$ cat src/rtl/fetch_stage.sv
// Instruction-fetch stage with IF/ID register, stall/redirect handling and HLT sequencing.
// Optional performance counters are enabled with the FETCH_PERF_CNT_EN macro.
module fetch_stage #(
  parameter logic [15:0] RESET_PC     = 16'h0000,
  parameter logic [15:0] BUBBLE_INSTR = 16'h0000
) (
  input  logic        clk,
  input  logic        rst_n,
  input  logic        stall_id,
  input  logic        redirect_en,
  input  logic [15:0] redirect_pc,
  input  logic        halt_dec,
  output logic [15:0] imem_addr,
  output logic        imem_rd_en,
  input  logic [15:0] imem_data,
  output logic [15:0] if_id_instr,
  output logic [3:0]  if_id_opc,
  output logic [15:0] if_id_pc_plus2,
  output logic        if_id_valid,
  output logic [15:0] pc_out,
  output logic        halted,
  output logic [15:0] perf_fetch_cnt,
  output logic [15:0] perf_stall_cnt
);

  typedef enum logic [1:0] {RUN = 2'd0, HALT_PEND = 2'd1, HALTED = 2'd2} state_t;

  state_t      state_p0, state_nxt;
  logic [15:0] pc_p0, pc_nxt, pc_plus2;
  logic [15:0] instr_p1, instr_nxt;
  logic [15:0] pc2_p1, pc2_nxt;
  logic        vld_p1, vld_nxt;

  assign pc_plus2 = pc_p0 + 16'd2;

  always_comb begin
    state_nxt = state_p0;
    pc_nxt    = pc_p0;
    instr_nxt = instr_p1;
    pc2_nxt   = pc2_p1;
    vld_nxt   = vld_p1;
    case (state_p0)
      RUN, HALT_PEND: begin
        if (redirect_en) begin
          pc_nxt    = {redirect_pc[15:1], 1'b0};
          instr_nxt = BUBBLE_INSTR;
          vld_nxt   = 1'b0;
          state_nxt = RUN;
        end else if (stall_id) begin
          state_nxt = state_p0;
        end else if (state_p0 == RUN) begin
          instr_nxt = imem_data;
          pc2_nxt   = pc_plus2;
          vld_nxt   = 1'b1;
          // HLT keeps pc parked on its own address so a cancelling branch can still win
          if (imem_data[15:12] == 4'hF) state_nxt = HALT_PEND;
          else                          pc_nxt    = pc_plus2;
        end else begin
          instr_nxt = BUBBLE_INSTR;
          vld_nxt   = 1'b0;
          if (halt_dec && vld_p1) state_nxt = HALTED;
        end
      end
      HALTED:  state_nxt = HALTED;
      default: state_nxt = RUN;
    endcase
  end

  // stage p0 (PC) and stage p1 (IF/ID) registers
  always_ff @(posedge clk or negedge rst_n) begin
    if (!rst_n) begin
      state_p0 <= RUN;
      pc_p0    <= RESET_PC;
      instr_p1 <= BUBBLE_INSTR;
      pc2_p1   <= 16'h0000;
      vld_p1   <= 1'b0;
    end else begin
      state_p0 <= state_nxt;
      pc_p0    <= pc_nxt;
      instr_p1 <= instr_nxt;
      pc2_p1   <= pc2_nxt;
      vld_p1   <= vld_nxt;
    end
  end

  assign imem_addr      = pc_p0;
  assign pc_out         = pc_p0;
  assign imem_rd_en     = rst_n && (state_p0 == RUN) && !stall_id;
  assign if_id_instr    = instr_p1;
  assign if_id_opc      = instr_p1[15:12];
  assign if_id_pc_plus2 = pc2_p1;
  assign if_id_valid    = vld_p1;
  assign halted         = (state_p0 == HALTED);

`ifdef FETCH_PERF_CNT_EN
  function automatic logic [15:0] sat_inc(input logic [15:0] v);
    return (v == 16'hFFFF) ? v : v + 16'd1;
  endfunction

  logic [15:0] fetch_cnt_p1, stall_cnt_p1;
  logic        fetch_inc, stall_inc;

  assign fetch_inc = (state_p0 == RUN) && !redirect_en && !stall_id;
  assign stall_inc = (state_p0 == RUN) && stall_id && !redirect_en;

  always_ff @(posedge clk or negedge rst_n) begin
    if (!rst_n) begin
      fetch_cnt_p1 <= 16'h0000;
      stall_cnt_p1 <= 16'h0000;
    end else begin
      if (fetch_inc) fetch_cnt_p1 <= sat_inc(fetch_cnt_p1);
      if (stall_inc) stall_cnt_p1 <= sat_inc(stall_cnt_p1);
    end
  end

  assign perf_fetch_cnt = fetch_cnt_p1;
  assign perf_stall_cnt = stall_cnt_p1;
`else
  assign perf_fetch_cnt = 16'h0000;
  assign perf_stall_cnt = 16'h0000;
`endif

endmodule

$ cat config.mk
export PLATFORM = sky130hd
export DESIGN_NAME = fetch_stage
export DESIGN_NICKNAME = d
export VERILOG_FILES = /design/src/rtl/fetch_stage.sv
export SDC_FILE = /design/constraint.sdc
export NUM_CORES = 1
export LEC_CHECK = 0
export CORE_AREA = 8 8 89 91
export CTS_CLUSTER_SIZE = 28
export DETAILED_ROUTE_END_ITERATION = 7
export DIE_AREA = 0 0 97 99
export PLACE_DENSITY = 0.91
export SLEW_MARGIN = 20
export SYNTH_ARGS = -nofsm -noshare
export SYNTH_HDL_FRONTEND = slang
export SYNTH_SLANG_ARGS = --single-unit
$ cat constraint.sdc
create_clock -name clk -period 2.9 [get_ports clk]
set_input_delay 0.29 -clock clk [delete_from_list [all_inputs] [get_ports clk]]
set_output_delay 0.29 -clock clk [all_outputs]
set_load 0.03 [all_outputs]
; Word-level counts from Yosys, hierarchy flattened
; Cells that the tools add are included.
[word_totals]
inputBits = 37
register_bits = 51
[op_classes]
eq_ne = 8
n_reduce_logical = 11
n_addsub = 1
n_mux = 16
bitwise = 2
[ops]
columns = operator, count
row1 = two-way mux 16 bit, 7
row2 = adder 16 x 2 -> 16 bit (second input constant), 1
row3 = two-way mux 2 bit, 5
row4 = inequality test 4 bit (second input constant), 2
row5 = AND reduction 4 bit, 2
row6 = == test 4 bit (second input constant), 1
row7 = one-hot mux 2 bit (2 select lines), 1
row8 = logical AND 1 bit, 3
row9 = two-way mux 1 bit, 3
row10 = inequality test 3 bit (second input constant), 1
row11 = AND reduction 3 bit, 1
row12 = == test 2 x 1 -> 1 bit (second input constant), 1
row13 = == test 2 bit (second input constant), 1
row14 = logical NOT 2 bit, 1
row15 = inequality test 2 x 1 -> 1 bit (second input constant), 1
row16 = inequality test 2 bit (second input constant), 1
row17 = NOT 1 bit, 2
row18 = AND reduction 2 bit, 1
row19 = nonzero test 2 bit, 1
row20 = OR reduction 2 bit, 1
row21 = logical NOT 1 bit, 1

; Depth between registers and ports, before layout
; Gate-level depths: netlist (run 1).
[depth]
depth_word = 6
mapped_depth = 6

; Least setup slack after synthesis (run 1)
; OpenSTA, ideal clock, no wires.
[synth_path]
path_kind = reg-to-output
from = register state_p0[1]
to = output imem_rd_en
n_path_buf = 1
t_arrival_ns = 1.587
path_slack_ns = 1.023
required_time_ns = 2.610
stages_incl_launch_ff = 3
path_cell_list = dfrtp_1 -> buf_2 -> nor4b_1
[synth_via]
elab_chain_len = 3
[synth_lines]
columns = element, line
row1 = "start, declared", 28  ; state_t state_p0, state_nxt;
row2 = "start signal, assigned", 78  ; state_p0 <= state_nxt;
row3 = logical NOT 2 bit, 88  ; assign imem_rd_en = rst_n && (state_p0 == RUN) && !stall_id;
row4 = logical AND 1 bit (2 in series), 88
row5 = "end, declared", 14  ; output logic imem_rd_en,
; Every way passes these cells.

; Worst setup path after layout (run 1)
[layout_path]
from = input stall_id
to = output imem_rd_en
[layout_via]
elab_chain_len = 2
[layout_lines]
columns = element, line
row1 = "start, declared", 9  ; input logic stall_id,
row2 = logical NOT 1 bit, 88
row3 = logical AND 1 bit, 88
; Every way passes these cells.

==> results of run 1 <==
## cells in the mapped netlist, types with 2 or more instances
cell type / number / area, um^2
dfrtp_1: 49 / 1230
nor4_1: 4 / 25.0
nor4_4: 2 / 42.5
o21a_1: 3 / 22.5
clkbuf_1: 6 / 22.5
inv_1: 4 / 15.0
nor2_1: 16 / 60.1
a21o_1: 2 / 15.0
mux2i_1: 2 / 20.0
nand4_1: 4 / 25.0
a21oi_1: 13 / 65.1
nor3_2: 3 / 30.0
buf_4: 54 / 405
a31oi_1: 3 / 18.8
nand2_1: 23 / 86.3
nor3_1: 4 / 20.0
o2bb2ai_1: 5 / 43.8
o21ai_1: 11 / 55.1
o22a_1: 3 / 26.3
o21ai_0: 11 / 55.1
a22o_1: 16 / 140
nor4_2: 2 / 25.0
nor2b_1: 2 / 12.5
buf_2: 9 / 45.0
nand3_1: 5 / 25.0
nor3b_1: 2 / 15.0
xnor2_1: 12 / 105
a22oi_1: 3 / 22.5
## critical path, stage by stage
cell and delay [ns]:
clkdlybuf4s50_1 0.57, nor4b_1 0.33, clkdlybuf4s50_1 0.73
## path summary, 6_finish.rpt
| kind | start | endpoint |
|---|---|---|
| max reg2reg | imem_addr[1] | imem_addr[13] |
| max | stall_id | imem_rd_en |
| min | rst_n | state_p0[1] |
| max in group asynchronous | rst_n | imem_addr[2] |
| min in group clk | if_id_pc_plus2[15] | if_id_pc_plus2[15] |
| min reg2reg | if_id_pc_plus2[15] | if_id_pc_plus2[15] |
## logic make-up after synthesis
group / share of synthesized area [%]
DFF: 43.6
adders and majority gates: 0.445
buffers and inverters: 17.6
other: 0.133
AOI/OAI and AO/OA: 18.3
muxes: 0.711
and+or+nand+nor: 15.2
xor gates and xnor gates: 4.05
## power groups by stage
| stage | Combinational, mW | Clock [mW] | Sequential, mW |
|---|---|---|---|
| final | 0.871 | 0.405 | 0.881 |
| after global routing | 0.922 | 0.435 | 0.900 |
| after CTS | 0.876 | 0.413 | 0.881 |
| after detailed placement | 0.873 | 0 | 0.895 |
| after global placement | 0.859 | 0 | 0.886 |
| after floorplan | 0.426 | 0 | 1.04 |
## layout make-up
cell class	count	share of cell area, %
inverters	5	0.505
repair buffers	106	28.2
multi-input cells	200	33.2
flip-flops and latches	49	33.0
clock buffers	6	1.95
well taps	80	2.70
clock inverters	2	0.404
## stage by stage
stage          util, %  power [mW]  hold WS, ns
2_1_floorplan        -        1.47     -0.00559
3_3_place_gp      55.1        1.74        0.444
3_5_place_dp      55.1        1.77        0.448
4_1_cts           56.5        2.17        0.115
5_1_grt           56.5        2.26        0.149
6_report          56.5        2.16       0.0765
## layer usage
layer  share of wire, %  routed length, um
met1                 42               3190
met2                 50               3840
met3                6.9                525
met4                1.2                 93
met5                  0                  0
## state kept, by name (all words and copies together), names as in the netlist
signal	flops
if_id_instr	16
if_id_pc_plus2	15
imem_addr	15
state_p0	2
if_id_valid	1
## layout by cell type, fill, tap and decap left out, types with 3 or more instances in the layout
cell type,n
o21ai_0,11
dfrtp_1,49
a21oi_1,12
o21a_1,3
a31oi_1,3
conb_1,35
nor2_1,16
o2bb2ai_1,5
clkdlybuf4s50_1,102
nor4_4,3
nand3_1,5
a22o_1,16
clkbuf_8,5
nand4_1,4
xnor2_1,12
nor3_2,3
inv_1,4
a22oi_1,3
nor4_1,4
o22a_1,3
buf_4,3
o21ai_1,11
nand2_1,23
nor3_1,4
==> results.md, run 1 <==
- Outcome: completed
- Final setup TNS: 0 ns
- Pwr dens: ~580 nW/um^2
- Crit end category: output pin
- Cell variety after synth: 45
- Seq. cell area: ~1200 um^2
- Layout cells sized above 1: ~6.3%
- Fin worst setup slack: 0.685 ns
- Worst Path Required: around 2.6 ns
- GRT overflow: 0
- Core area: ~6600 um^2
- Post-CTS Resized: 0
- Dpl hpwl: 5770 um
- Clock Latency Late Sink: 0.30 ns
- EDFF count, synth: 0
- Worst-case reg-to-reg path depth: 5
- Cts hold-fix bufs: 0
- Clock skew: about 0.011 ns
- Die W: a little under 100 um
- Max Slew Vio Count: 0
- Post-route cell area: around 3700 um^2
- Final min period: between 2 and 2.5 ns
- Average cell area after synthesis: a little under 10 um^2
- Post-Syn Instances: a little under 300
- Total GRT Usage: around 16%
- Final #Nets: approximately 410
- Synth Warn #: 0
- Yosys reg bits: 49
- Die height: between 90 and 100 um
- Power share of the sequential group: 40.8%
- Drt first pass iters: 4
- Hold Path Class: input port to asynchronous set/reset pin
- CTS tree: built
- Max-cap violations: 0
- # fillers: between 500 and 600
- Internal power: 1.29 mW
- Post-route DRC: 0
- Root Driver: clkbuf_8
- Worst reg-to-reg setup slack: about 1.0 ns
- Max_slew headroom: 51.1%
- Tcrit/Tclk final: between 70% and 80%
- Register area share after synthesis: between 40% and 50%
- Met3 Track Usage GR: ~4.5%
- Ports: 140
- Worst slack, placed: roughly 0.45 ns
- Deepest clock path buffer count: 2
- Global-route wire length before repair: around 13,000 um
- Die Area: approximately 9600 um^2
- Worst Path Arrival: 1.93 ns
- Non-Filler Instances: 448
- Vias: approximately 2.3k
- Final wirelength: 7650 um
- Unrepaired setup endpoints after global routing: no
- Dpl cell area: 3620 um^2
- Placed Cells: 440
- ANT nets after route: 0
- Row Count: 30
- Area growth, synth to finish: 32.0%
- Fmax: around 450 MHz
- Routability cong.: 0.761
- Routed wire per std cell: around 17 um
- Worst-margin pin slew: 0.732 ns
- Clock share of power: between 10% and 20%
- Peak supply drop: around 0.27 mV
- LEAKAGE: 1.55 nW
- Antenna violations before repair: 0
- Diode count: 0
- Comb pwr share: between 40% and 50%
- CTS Sinks: 49
- Vias per cell: about 5.2
- Initial Util: a little over two fifths
- Sw Share: about 40%
- GR peak layer: met2
- CTS buffer count: 5
- Final Hold Viols: 0
- Final setup viols: 0
- Crit path kind: input port to output pin
- Largest net degree at the start of global routing: 50
- Startpoint types: input port
- Post-Syn Area: between 2000 and 3000 um^2
- Critical path fanouts, max: 8
- Area of the multi-input gates: around 1200 um^2
- H-tree levels: 2
- Psw: 871 uW
- PortBufs: 103
- GR Util met1: roughly 19%
- Ys flop type: dfrtp_1
- Vias in the first global route: ~2.4k
- Clock-pin slew on the worst setup and hold paths: approximately 0.090 ns
- Async set or reset register ratio after synthesis: 100%
- Setup Buffers After CTS: 0
- Met2 Track Usage GR: between 20 and 30%
- DRT iter0 DRCs: around 120
(Power assumes the default switching activity.)
==> inputs of run 2 (changes only) <==
--- a/config.mk
+++ b/config.mk
@@ -5,11 +5,11 @@
 export SDC_FILE = /design/constraint.sdc
 export NUM_CORES = 1
 export LEC_CHECK = 0
-export CORE_AREA = 8 8 89 91
+export CORE_AREA = 8 8 92 94
 export CTS_CLUSTER_SIZE = 28
 export DETAILED_ROUTE_END_ITERATION = 7
-export DIE_AREA = 0 0 97 99
-export PLACE_DENSITY = 0.91
+export DIE_AREA = 0 0 100 102
+export PLACE_DENSITY = 0.85
 export SLEW_MARGIN = 20
 export SYNTH_ARGS = -nofsm -noshare
 export SYNTH_HDL_FRONTEND = slang
==> constraint.sdc (replaced) <==
create_clock -name clk -period 2.1 [get_ports clk]
set_input_delay 0.21 -clock clk [delete_from_list [all_inputs] [get_ports clk]]
set_output_delay 0.21 -clock clk [all_outputs]
set_load 0.03 [all_outputs]
==> run 2 against run 1 <==
Sequential share of layout area decreased by 0.95 points. Critical path depth decreased by 1. Total power increased by 46%. Final area increased by 3.0%. Count of clock-buffer cells in the layout unchanged. Worst hold slack got worse by 0.067 ns. Die area increased by 6.2%.
==> results.md, run 2 (same netlist as run 1, synthesis figures left out) <==
- Outcome: completed
- GR Util met1: 17.4% (-2.0 points)
- Antenna violations before repair: 0 (unchanged)
- Startpoint types: register
- Total GRT Usage: 15.0% (-0.54 points)
- Unrepaired setup endpoints after global routing: no
- Final min period: just over 2 ns
- Die W: 100 um (+3.1%)
- Fmax: around 500 MHz
- Deepest clock path buffer count: 2 (unchanged)
- Tcrit/Tclk final: 95.9%
- Hold Path Class: input port to asynchronous set/reset pin
- CTS buffer count: 5 (unchanged)
- Crit end category: output pin
- Largest register FFs: 16 (unchanged)
- Commonest non-fill, non-tap cell in the layout: clkdlybuf4s50_1
- Clock Latency Late Sink: 0.30 ns (about the same)
- Worst Path Required: 1.89 ns (-0.72 ns)
- CTS Sinks: 49 (unchanged)
- PortBufs: 103 (unchanged)
- Vias per cell: 4.85 (-7.3%)
- Worst setup path endpoint: halted
- CTS tree: built
- Pwr dens: 822 nW/um^2 (+42%)
- Commonest non-fill, non-tap cells in the layout: 101 x clkdlybuf4s50_1, 49 x dfrtp_1, 35 x conb_1
- Routability cong.: 0.820 (+7.8%)
- Routed wire per std cell: 16.3 um (-4.3%)
- Post-route DRC: 0 (unchanged)
- Post-CTS Resized: 0 (unchanged)
- Global-route wire length before repair: 12,200 um (-2.9%)
- Drt first pass iters: 4 (unchanged)
- Worst-margin pin slew: 0.617 ns (-0.115 ns)
- Root Driver: clkbuf_8
- Worst slack, placed: 0.237 ns (-0.213 ns)
- Cts hold-fix bufs: 0 (unchanged)
- Max_slew headroom: 58.9% (+7.8 points)
- H-tree levels: 2 (unchanged)
- Vias: 2,302 (-1.7%)
- LEAKAGE: 1.60 nW (+3.9%)
- Met3 Track Usage GR: 3.68% (-0.80 points)
- Area of the multi-input gates: 1230 um^2 (-0.30%)
- Core area: 7060 um^2 (+7.5%)
- Largest net degree at the start of global routing: 50 (unchanged)
- Layout cells sized above 1: 8.51% (+2.3 points)
- Final #Nets: 413 (+2.0%)
- Peak supply drop: 0.317 mV (+16%)
- # fillers: 647 (+14%)
- Die height: 102 um (+3.0%)
- Ports: 140 (unchanged)
- Fin worst setup slack: 0.0866 ns (-0.598 ns)
- Final wirelength: 7770 um (+1.5%)
- Crit. Startpoint: state_p0[1]
- Max Slew Vio Count: 0 (unchanged)
- Setup Buffers After CTS: 0 (unchanged)
- Initial Util: 39.9% (-3.0 points)
- GR peak layer: met2
- Met2 Track Usage GR: 26.5% (+1.3 points)
- GRT overflow: 0 (unchanged)
- Reg2Reg Launch Point: imem_addr[3]
- Crit path kind: register to output pin
- Seq. cell area: 1230 um^2 (unchanged)
- Clock skew: 0.0121 ns (+0.000628 ns)
- Vias in the first global route: 2,357 (-1.9%)
- Max-cap violations: 0 (unchanged)
- Diode count: 0 (unchanged)
- Worst Path Arrival: 1.80 ns (-0.13 ns)
- Final setup TNS: 0 ns (unchanged)
- Row Count: 31 (+3.3%)
- Dpl hpwl: 6070 um (+5.1%)
- Reg-to-reg endpoint: imem_addr[12]
- Worst-case reg-to-reg path depth: 4 (-1)
- Final setup viols: 0 (unchanged)
- Area growth, synth to finish: 35.9%
- ANT nets after route: 0 (unchanged)
- DRT iter0 DRCs: 154 (+31%)
- Final Hold Viols: 0 (unchanged)
- Die Area: 10,200 um^2 (+6.2%)
- Critical path fanouts, max: 11 (+3)
- Worst reg-to-reg setup slack: 0.30 ns (-0.73 ns)
- Clock-pin slew on the worst setup and hold paths: 0.09 ns (about the same)
-- run 2: cell count changes in the layout (fill, tap and decap cells not counted) --
cell / before / now
a21oi_1: 12 / 13
clkinvlp_4: 2 / 1
buf_4: 3 / 12
bufinv_16: 0 / 1
clkbuf_1: 1 / 0
a21oi_2: 1 / 0
clkdlybuf4s50_1: 102 / 101
clkbuf_8: 5 / 6
-- run 2: where the power goes --
group / switching [mW] / total (mW) / leakage, nW / internal, mW
Sequential: 0.141 / 1.21 / 0.611 / 1.06
Combinational: 0.742 / 1.23 / 0.937 / 0.489
Clock: 0.319 / 0.706 / 0.0574 / 0.387
Total: 1.20 / 3.14 / 1.60 / 1.94
-- run 2: worst max-delay path: stages, from the launching register on --
cell and delay [ns]:
dfrtp_1 0.58, nor2b_1 0.22, clkdlybuf4s50_1 0.70
-- run 2: how the worst min path moves through the flow --
stage	endpoint	startpoint
after global routing	state_p0[1]	rst_n
after global placement	state_p0[1]	rst_n
after floorplan	if_id_instr[0]	rst_n
after detailed placement	state_p0[1]	rst_n
after CTS	state_p0[1]	rst_n
final	state_p0[1]	rst_n
-- run 2: final cells by class --
type,instances,area share (%)
Clock inverter,2,0.982
Sequential cell,49,32.1
Inverter,5,0.491
Tap cell,99,3.24
Timing Repair Buffer,114,28.9
Multi-Input combinational cell,200,32.1
Clock buffer,6,2.16
-- run 2: through the flow --
| step | utilization [%] | std cells | power [mW] | hold slack (ns) | cell area [um^2] |
|---|---|---|---|---|---|
| 2_1_floorplan | - | 324 | 2.03 | -0.0856 | 2940 |
| 3_5_place_dp | 52.5 | 467 | 2.46 | 0.371 | 3700 |
| 5_1_grt | 54.2 | 475 | 3.29 | 0.0602 | 3820 |
| 3_3_place_gp | 52.5 | 467 | 2.43 | 0.370 | 3700 |
| 6_report | 54.2 | 475 | 3.14 | 0.00919 | 3820 |
| 4_1_cts | 54.2 | 475 | 3.17 | 0.0365 | 3820 |
-- run 2: routing by layer --
layer  vias up  part of all wire, %
met1      1100                   41
li1       1106                    -
met3        10                  6.2
met2        86                   51
met5         -                    0
met4         0                  1.5
